## src/rtl/fetch_stage.sv

```systemverilog
// fetch_stage
// Instruction-fetch stage of the MIPS pipeline. Holds the program counter,
// presents it to a combinational instruction memory and latches the returned
// word into the IF/ID pipeline register for decode. Handles stall, flush on
// branch/jump redirect, a halt word that freezes fetch, and a count of the
// valid instructions latched.
//
// Ports
//   CLK            in   1   rising-edge clock
//   RESETn         in   1   asynchronous active-low reset
//   stall          in   1   hold pc, IF/ID and fetch_count
//   branch_taken   in   1   redirect to branch_target, flush fetched word
//   branch_target  in  32   branch destination (bits [1:0] ignored)
//   jump           in   1   redirect to jump_target, flush fetched word (beats branch)
//   jump_target    in  32   jump destination (bits [1:0] ignored)
//   imem_data      in  32   instruction word at address pc
//   pc             out 32   current fetch address
//   if_id_instr    out 32   latched instruction, 0 for a bubble
//   if_id_pc4      out 32   latched instruction address + 4, 0 for a bubble
//   if_id_valid    out  1   IF/ID holds a real instruction
//   halted         out  1   fetch is stopped on a halt word
//   fetch_count    out 32   valid instructions latched (wraps)
module fetch_stage #(
    parameter logic [31:0] RESET_PC  = 32'h0000_0000,
    parameter logic [31:0] HALT_WORD = 32'hFFFF_FFFF
) (
    input  logic        CLK,
    input  logic        RESETn,
    input  logic        stall,
    input  logic        branch_taken,
    input  logic [31:0] branch_target,
    input  logic        jump,
    input  logic [31:0] jump_target,
    input  logic [31:0] imem_data,
    output logic [31:0] pc,
    output logic [31:0] if_id_instr,
    output logic [31:0] if_id_pc4,
    output logic        if_id_valid,
    output logic        halted,
    output logic [31:0] fetch_count
);

    typedef enum logic [1:0] {
        BOOT   = 2'd0,
        RUN    = 2'd1,
        HALTED = 2'd2
    } state_t;

    state_t      state, state_nx;
    logic [31:0] pc_nx;
    logic [31:0] instr_nx;
    logic [31:0] pc4_nx;
    logic        valid_nx;
    logic [31:0] count_nx;

    logic [31:0] pc_plus4;
    logic [31:0] redirect_pc;
    logic        redirect;

    assign pc_plus4    = pc + 32'd4;  // modulo 2^32 by width
    // Jump wins over branch when both are asserted; targets are word-aligned.
    assign redirect    = jump | branch_taken;
    assign redirect_pc = jump ? {jump_target[31:2], 2'b00}
                              : {branch_target[31:2], 2'b00};

    always_comb begin
        // NOTE: every output of this block gets a default first, so no path
        // leaves a variable unassigned and no latch is inferred.
        state_nx = state;
        pc_nx    = pc;
        instr_nx = if_id_instr;
        pc4_nx   = if_id_pc4;
        valid_nx = if_id_valid;
        count_nx = fetch_count;

        unique case (state)
            BOOT: begin
                pc_nx    = RESET_PC;
                instr_nx = '0;
                pc4_nx   = '0;
                valid_nx = 1'b0;
                state_nx = RUN;
            end
            RUN: begin
                if (redirect) begin
                    // Redirect beats stall: the held word is on the wrong path.
                    pc_nx    = redirect_pc;
                    instr_nx = '0;
                    pc4_nx   = '0;
                    valid_nx = 1'b0;
                end else if (!stall) begin
                    instr_nx = imem_data;
                    pc4_nx   = pc_plus4;
                    valid_nx = 1'b1;
                    count_nx = fetch_count + 32'd1;
                    if (imem_data == HALT_WORD) begin
                        state_nx = HALTED;   // pc stays on the halt word
                    end else begin
                        pc_nx = pc_plus4;
                    end
                end
            end
            HALTED: begin
                instr_nx = '0;
                pc4_nx   = '0;
                valid_nx = 1'b0;
                if (redirect) begin
                    // The halt word was fetched down a mispredicted path.
                    pc_nx    = redirect_pc;
                    state_nx = RUN;
                end
            end
            default: begin
                state_nx = BOOT;
            end
        endcase
    end

    // NOTE: state registers use non-blocking assignments so every flop samples
    // the pre-edge values computed above, independent of statement order.
    always_ff @(posedge CLK or negedge RESETn) begin
        if (!RESETn) begin
            state       <= BOOT;
            pc          <= RESET_PC;
            if_id_instr <= '0;
            if_id_pc4   <= '0;
            if_id_valid <= 1'b0;
            fetch_count <= '0;
        end else begin
            state       <= state_nx;
            pc          <= pc_nx;
            if_id_instr <= instr_nx;
            if_id_pc4   <= pc4_nx;
            if_id_valid <= valid_nx;
            fetch_count <= count_nx;
        end
    end

    assign halted = (state == HALTED);

endmodule

```

## config.mk

```make
export PLATFORM = sky130hd
export DESIGN_NAME = fetch_stage
export DESIGN_NICKNAME = d
export VERILOG_FILES = /design/src/rtl/fetch_stage.sv
export SDC_FILE = /design/constraint.sdc
export NUM_CORES = 1
export LEC_CHECK = 0
export BUFFER_PORTS_ARGS = -buffer_cell sky130_fd_sc_hd__clkbuf_2
export CAP_MARGIN = 20
export CORE_MARGIN = 1
export CORE_UTILIZATION = 35
export DETAILED_ROUTE_END_ITERATION = 8
export GPL_ROUTABILITY_DRIVEN = 0
export PLACE_DENSITY = 0.62
export SLEW_MARGIN = 20
export SYNTH_ARGS = -nofsm -noshare
export SYNTH_HDL_FRONTEND = slang
export SYNTH_SLANG_ARGS = --single-unit
export TNS_END_PERCENT = 5
```

## constraint.sdc

```tcl
create_clock -name CLK -period 6.65 [get_ports CLK]
set_clock_uncertainty 0.15 [all_clocks]
set_input_delay 1.33 -clock CLK [delete_from_list [all_inputs] [get_ports CLK]]
set_output_delay 1.33 -clock CLK [all_outputs]
set_load 0.1 [all_outputs]
```

# == Word level (Yosys, flattened, before mapping) ==
# Index checks and enable logic that the tools add are counted.
# totals
reg_bits,131
elab_cells,48
# classes
addsub,2
eq_ne,9
mux,20
bitwise,3
n_reduce_logical,8
# op_table
op,count
$mux 32,9
$pmux 32 s2,2
$pmux 32 s3,1
$add 32x1->32 const B,1
$add 32x3->32 const B,1
$eq 32x32->1 const B,1
$mux 2,4
$reduce_and 4->1,2
$ne 2x2->1 const B,3
$ne 3x3->1 const B,2
$pmux 2 s3,1
$reduce_and 3->1,1
$reduce_bool 3->1,1
$eq 2x1->1 const B,1
$eq 2x2->1 const B,1
$logic_not 2->1,1
$mux 1,2
$ne 2x1->1 const B,1
$not 1->1,2
$pmux 1 s2,1
$reduce_and 2->1,1
$reduce_bool 2->1,1
$reduce_or 2->1,1
$or 1x1->1,1

# == Longest topological paths before layout ==
# depth
ltp_word,5
depth_mapped,8
mapped_depth_nobuf,7

# == Worst setup path after synthesis ==
# Ideal clock, no wire load.
# synth_path
kind,input to register
from,input port jump
to,register fetch_count[20]
setup_ns,0.159
arrival_time_ns,2.688
required_time_ns,6.341
setup_slack_ns,3.653
path_stages,7
cell_sequence,buf_2 > nor3b_4 > and3_1 > buf_2 > nand2_1 > or3_1 > xnor2_1
# synth_via
elab_chain_len,3
# synth_rtl
item,line,text
from (decl),32,"input logic jump,"
$or 1x1->1,62,assign redirect = jump | branch_taken;
$not 1->1 (no line),--,
$reduce_and 3->1 (no line),--,
to (signal assigned),135,fetch_count <= count_nx;
to (decl),40,output logic [31:0] fetch_count
# No other way between the ends.
# A chain may end at the register's enable or synchronous reset.

# == Final worst setup path ==
# layout_path
from,input port imem_data[31]
to,register pc[2]
# layout_via
elab_chain_len,3
# layout_rtl
item,line,text
from (decl),34,"input logic [31:0] imem_data,"
$eq 32x32->1,96,if (imem_data == HALT_WORD) begin
$ne 3x3->1 (no line),--,
$reduce_and 4->1 (no line),--,
to (signal assigned),131,pc <= pc_nx;
to (decl),35,"output logic [31:0] pc,"
# No other way between the ends.

==> results by group <==
Status
  – Status: finished, final reports clean

Hold path
  – Hold Path Origin: fetch_count[31]
  – Hold Path Sink: fetch_count[31]
  – HP Class: reg2reg
  – Worst hold stages: 1

Clocking
  – CTS buffer count: 17
  – CTS tree: yes
  – H-tree depth: 4
  – Later-pin clock latency in the skew report: between 0.4 and 0.5 ns
  – CTS Buffer Depth: 2
  – Hold_buf cts: 0
  – Post-CTS Setup Inserts: 0
  – Clock tree sinks: 128
  – Post-CTS Resized: 0
  – Reg clk slew, reported paths: about 0.060 ns
  – Clock root buffer: clkbuf_16

STA
  – RSZ-0062 raised after global routing: no
  – Fin. max-slew vios: 0
  – Finish-stage setup viols: 0
  – WHS: about 0.32 ns
  – Period utilisation layout: 58.7%
  – Setup TNS: 0 ns
  – Relative slew slack: a little over a quarter
  – Tightest Pin Transition: roughly 1.1 ns
  – Fmax achieved: about 260 MHz
  – Crit path time final: approximately 3.9 ns
  – Endpoints failing hold: 0

Synthesis
  – Sequential area share after synthesis: between 40% and 50%
  – Top post-synthesis cells by area: dfrtp_1 (48%), a22o_1 (6.0%), xnor2_1 (5.2%)
  – Yosys warning count: 0
  – FF+latch count, synth: between 100 and 150
  – Distinct cells, synth: 59
  – Top FF cell, synth: dfrtp_1
  – Synth async-reset ratio: 100%
  – Avg Cell Area, Syn: roughly 10 um^2
  – Post-synth top area share: around 48%
  – Post-synth top area cell: dfrtp_1
  – Cell area after synthesis: around 6700 um^2
  – Post-synth EDFFs: 0
  – Post-Syn Instances: roughly 670

Floorplan
  – Row Count: 50
  – Die X: ~140 um
  – Core area: 18,800 um^2
  – Full die area: 19,800 um^2
  – Die H: about 140 um
  – IO Pins: roughly 230
  – Initial Util: between 30% and 40%

Global routing
  – Met1 Use GR: between 20% and 30%
  – Met3 Use GR: roughly 3.8%
  – First-pass GRT wire length: approximately 31 mm
  – Initial antenna violation count: 0
  – Congestion Overflow GR: 0
  – Largest net degree at the start of global routing: 96
  – GRT met2 Usage: about a third
  – Global-route layer with the greatest usage: met2
  – Vias in the first global route: between 5,000 and 6,000
  – All-Layer GR Usage: 20.3%

Layout
  – Fillers: roughly 1,800
  – Multi-input gate area: between 3000 and 4000 um^2
  – Nets: 980
  – Commonest non-fill, non-tap cells in the layout: clkbuf_2 (223), dfrtp_1 (128), nand2_1 (63)
  – Layout cells sized above 1: 32.3%
  – Most common cell after layout, fill and taps aside: clkbuf_2
  – P&R area growth vs syn: 27.5%
  – Register area: around 3200 um^2
  – Non-Filler Instances: 1,119
  – Ant diodes: 0

Power
  – Power density over cell area: ~300 nW/um^2
  – Worst VDD drop: 170 uV
  – Leakage: ~4.2 nW

Run
  – Max-capacitance violation count: 0

Worst setup path
  – CP endpoint kind: flip-flop
  – Critical path arrival: 4.10 ns
  – CP Buf/Inv Count: 2
  – Worst path most repeated cell: nand4_1
  – Crit-path max FO: 20
  – Crit-path slowest cell: nand4_1
  – FF-to-FF Start: state[1]
  – CP Launch Type: input port
  – FF-to-FF path depth: 6
  – WS Path Type: in2reg
  – CP Data Required Time: between 6 and 7 ns
  – Worst path max stage delay: between 0.9 and 1 ns
  – Cells along the critical path: clkbuf_2 > nand4_1 > nor4_1 > nand4_1 > buf_4 > nand2_1 > a22o_1
  – CP delay by family, top: simple AND/OR/NAND/NOR gates
  – R2R setup slack: between 3 and 4 ns
  – Critical R2R Capture: pc[2]

Drt
  – WL per Instance: between 15 and 20 um
  – Vias after detailed routing: around 5,900
  – DR pass1 iterations: 5
  – Vias per cell: ~5.3
  – ANT nets after route: 0
  – First-iteration detailed-routing DRC count: 334
  – Post-Route WL: around 20 mm
  – # DRC: 0

Placed design
  – Port buffer count: 224
  – Hpwl dp: about 13 mm
  – Placed cells: around 1,100
## worst register-to-register path, stage by stage (launching register included)
cell and delay, ns:
dfrtp_1 0.41, inv_1 0.09, ha_1 0.25, nand4_1 0.87
buf_4 0.55, nand2_1 0.35, a22o_1 0.21
## area by class of cell
type,count,area share [%]
Inverter,10,0.438
Multi-Input combinational cell,483,38.2
Sequential cell,128,37.4
Tap cell,234,3.42
Timing Repair Buffer,233,14.0
Clock buffer,17,4.97
Clock inverter,14,1.55
## worst max-delay path by stage
stage	start	to	slack, ns	cells past startpoint
after floorplan	jump	fetch_count[20]	3.65	7
after global placement	imem_data[31]	pc[2]	2.35	7
after detailed placement	imem_data[31]	pc[2]	2.35	7
after CTS	imem_data[31]	pc[2]	2.78	7
after global routing	imem_data[31]	pc[28]	2.60	7
final	imem_data[31]	pc[2]	2.75	7
## sequential cells by signal, summed over array words and instances (netlist names)
register,cells
fetch_count,32
if_id_instr,32
if_id_pc4,31
if_id_valid,1
pc,30
state,2
## cell usage after synthesis (14+ instances only)
cell type / n
xor2_1: 19
nand2_1: 63
dfrtp_1: 128
nand3_1: 34
mux2i_1: 30
a22o_1: 46
xnor2_1: 40
a21oi_1: 14
o2bb2ai_1: 16
clkbuf_1: 27
o211ai_1: 15
nor2_1: 50
o21ai_0: 30
nand4_1: 30
## logic make-up (layout without fill, tap and decap cells)
family | count (synthesis) | after routing | synth area share (%)
AO/OA/AOI/OAI | 146 | 146 | 16.0
XOR/XNOR | 59 | 59 | 7.69
adder cells (fa/ha/maj) | 6 | 6 | 1.12
buffers and inverters | 59 | 274 | 3.80
flip-flops | 128 | 128 | 47.7
multiplexers | 32 | 32 | 4.81
other | 1 | 2 | 0.0558
AND/OR/NAND/NOR | 238 | 238 | 18.9
## per-stage QoR
step	util, %	worst slack, ns	area (um^2)	power, W
after floorplan	-	3.65	6720	0.00150
after global placement	42.6	2.35	7990	0.00166
after detailed placement	42.6	2.35	7990	0.00167
after CTS	45.5	2.78	8550	0.00257
after global routing	45.6	2.60	8560	0.00265
final	45.6	2.75	8560	0.00255
## report_power, final
part           total [W]  leakage (nW)  internal, W  switching, W
sequential      0.000922          1.67     0.000837     0.0000850
clock           0.000895         0.266     0.000517      0.000378
combinational   0.000731          2.26     0.000140      0.000591
total            0.00255          4.19      0.00149       0.00105
## metal layers
metal	wire [um]	share of wire (%)	up-vias
met5	0	0	-
met4	201	1.0	0
met3	1100	5.6	17
met2	8820	45	199
met1	9360	48	2826
li1	-	-	2837
Power figures use the tool's default switching activity.
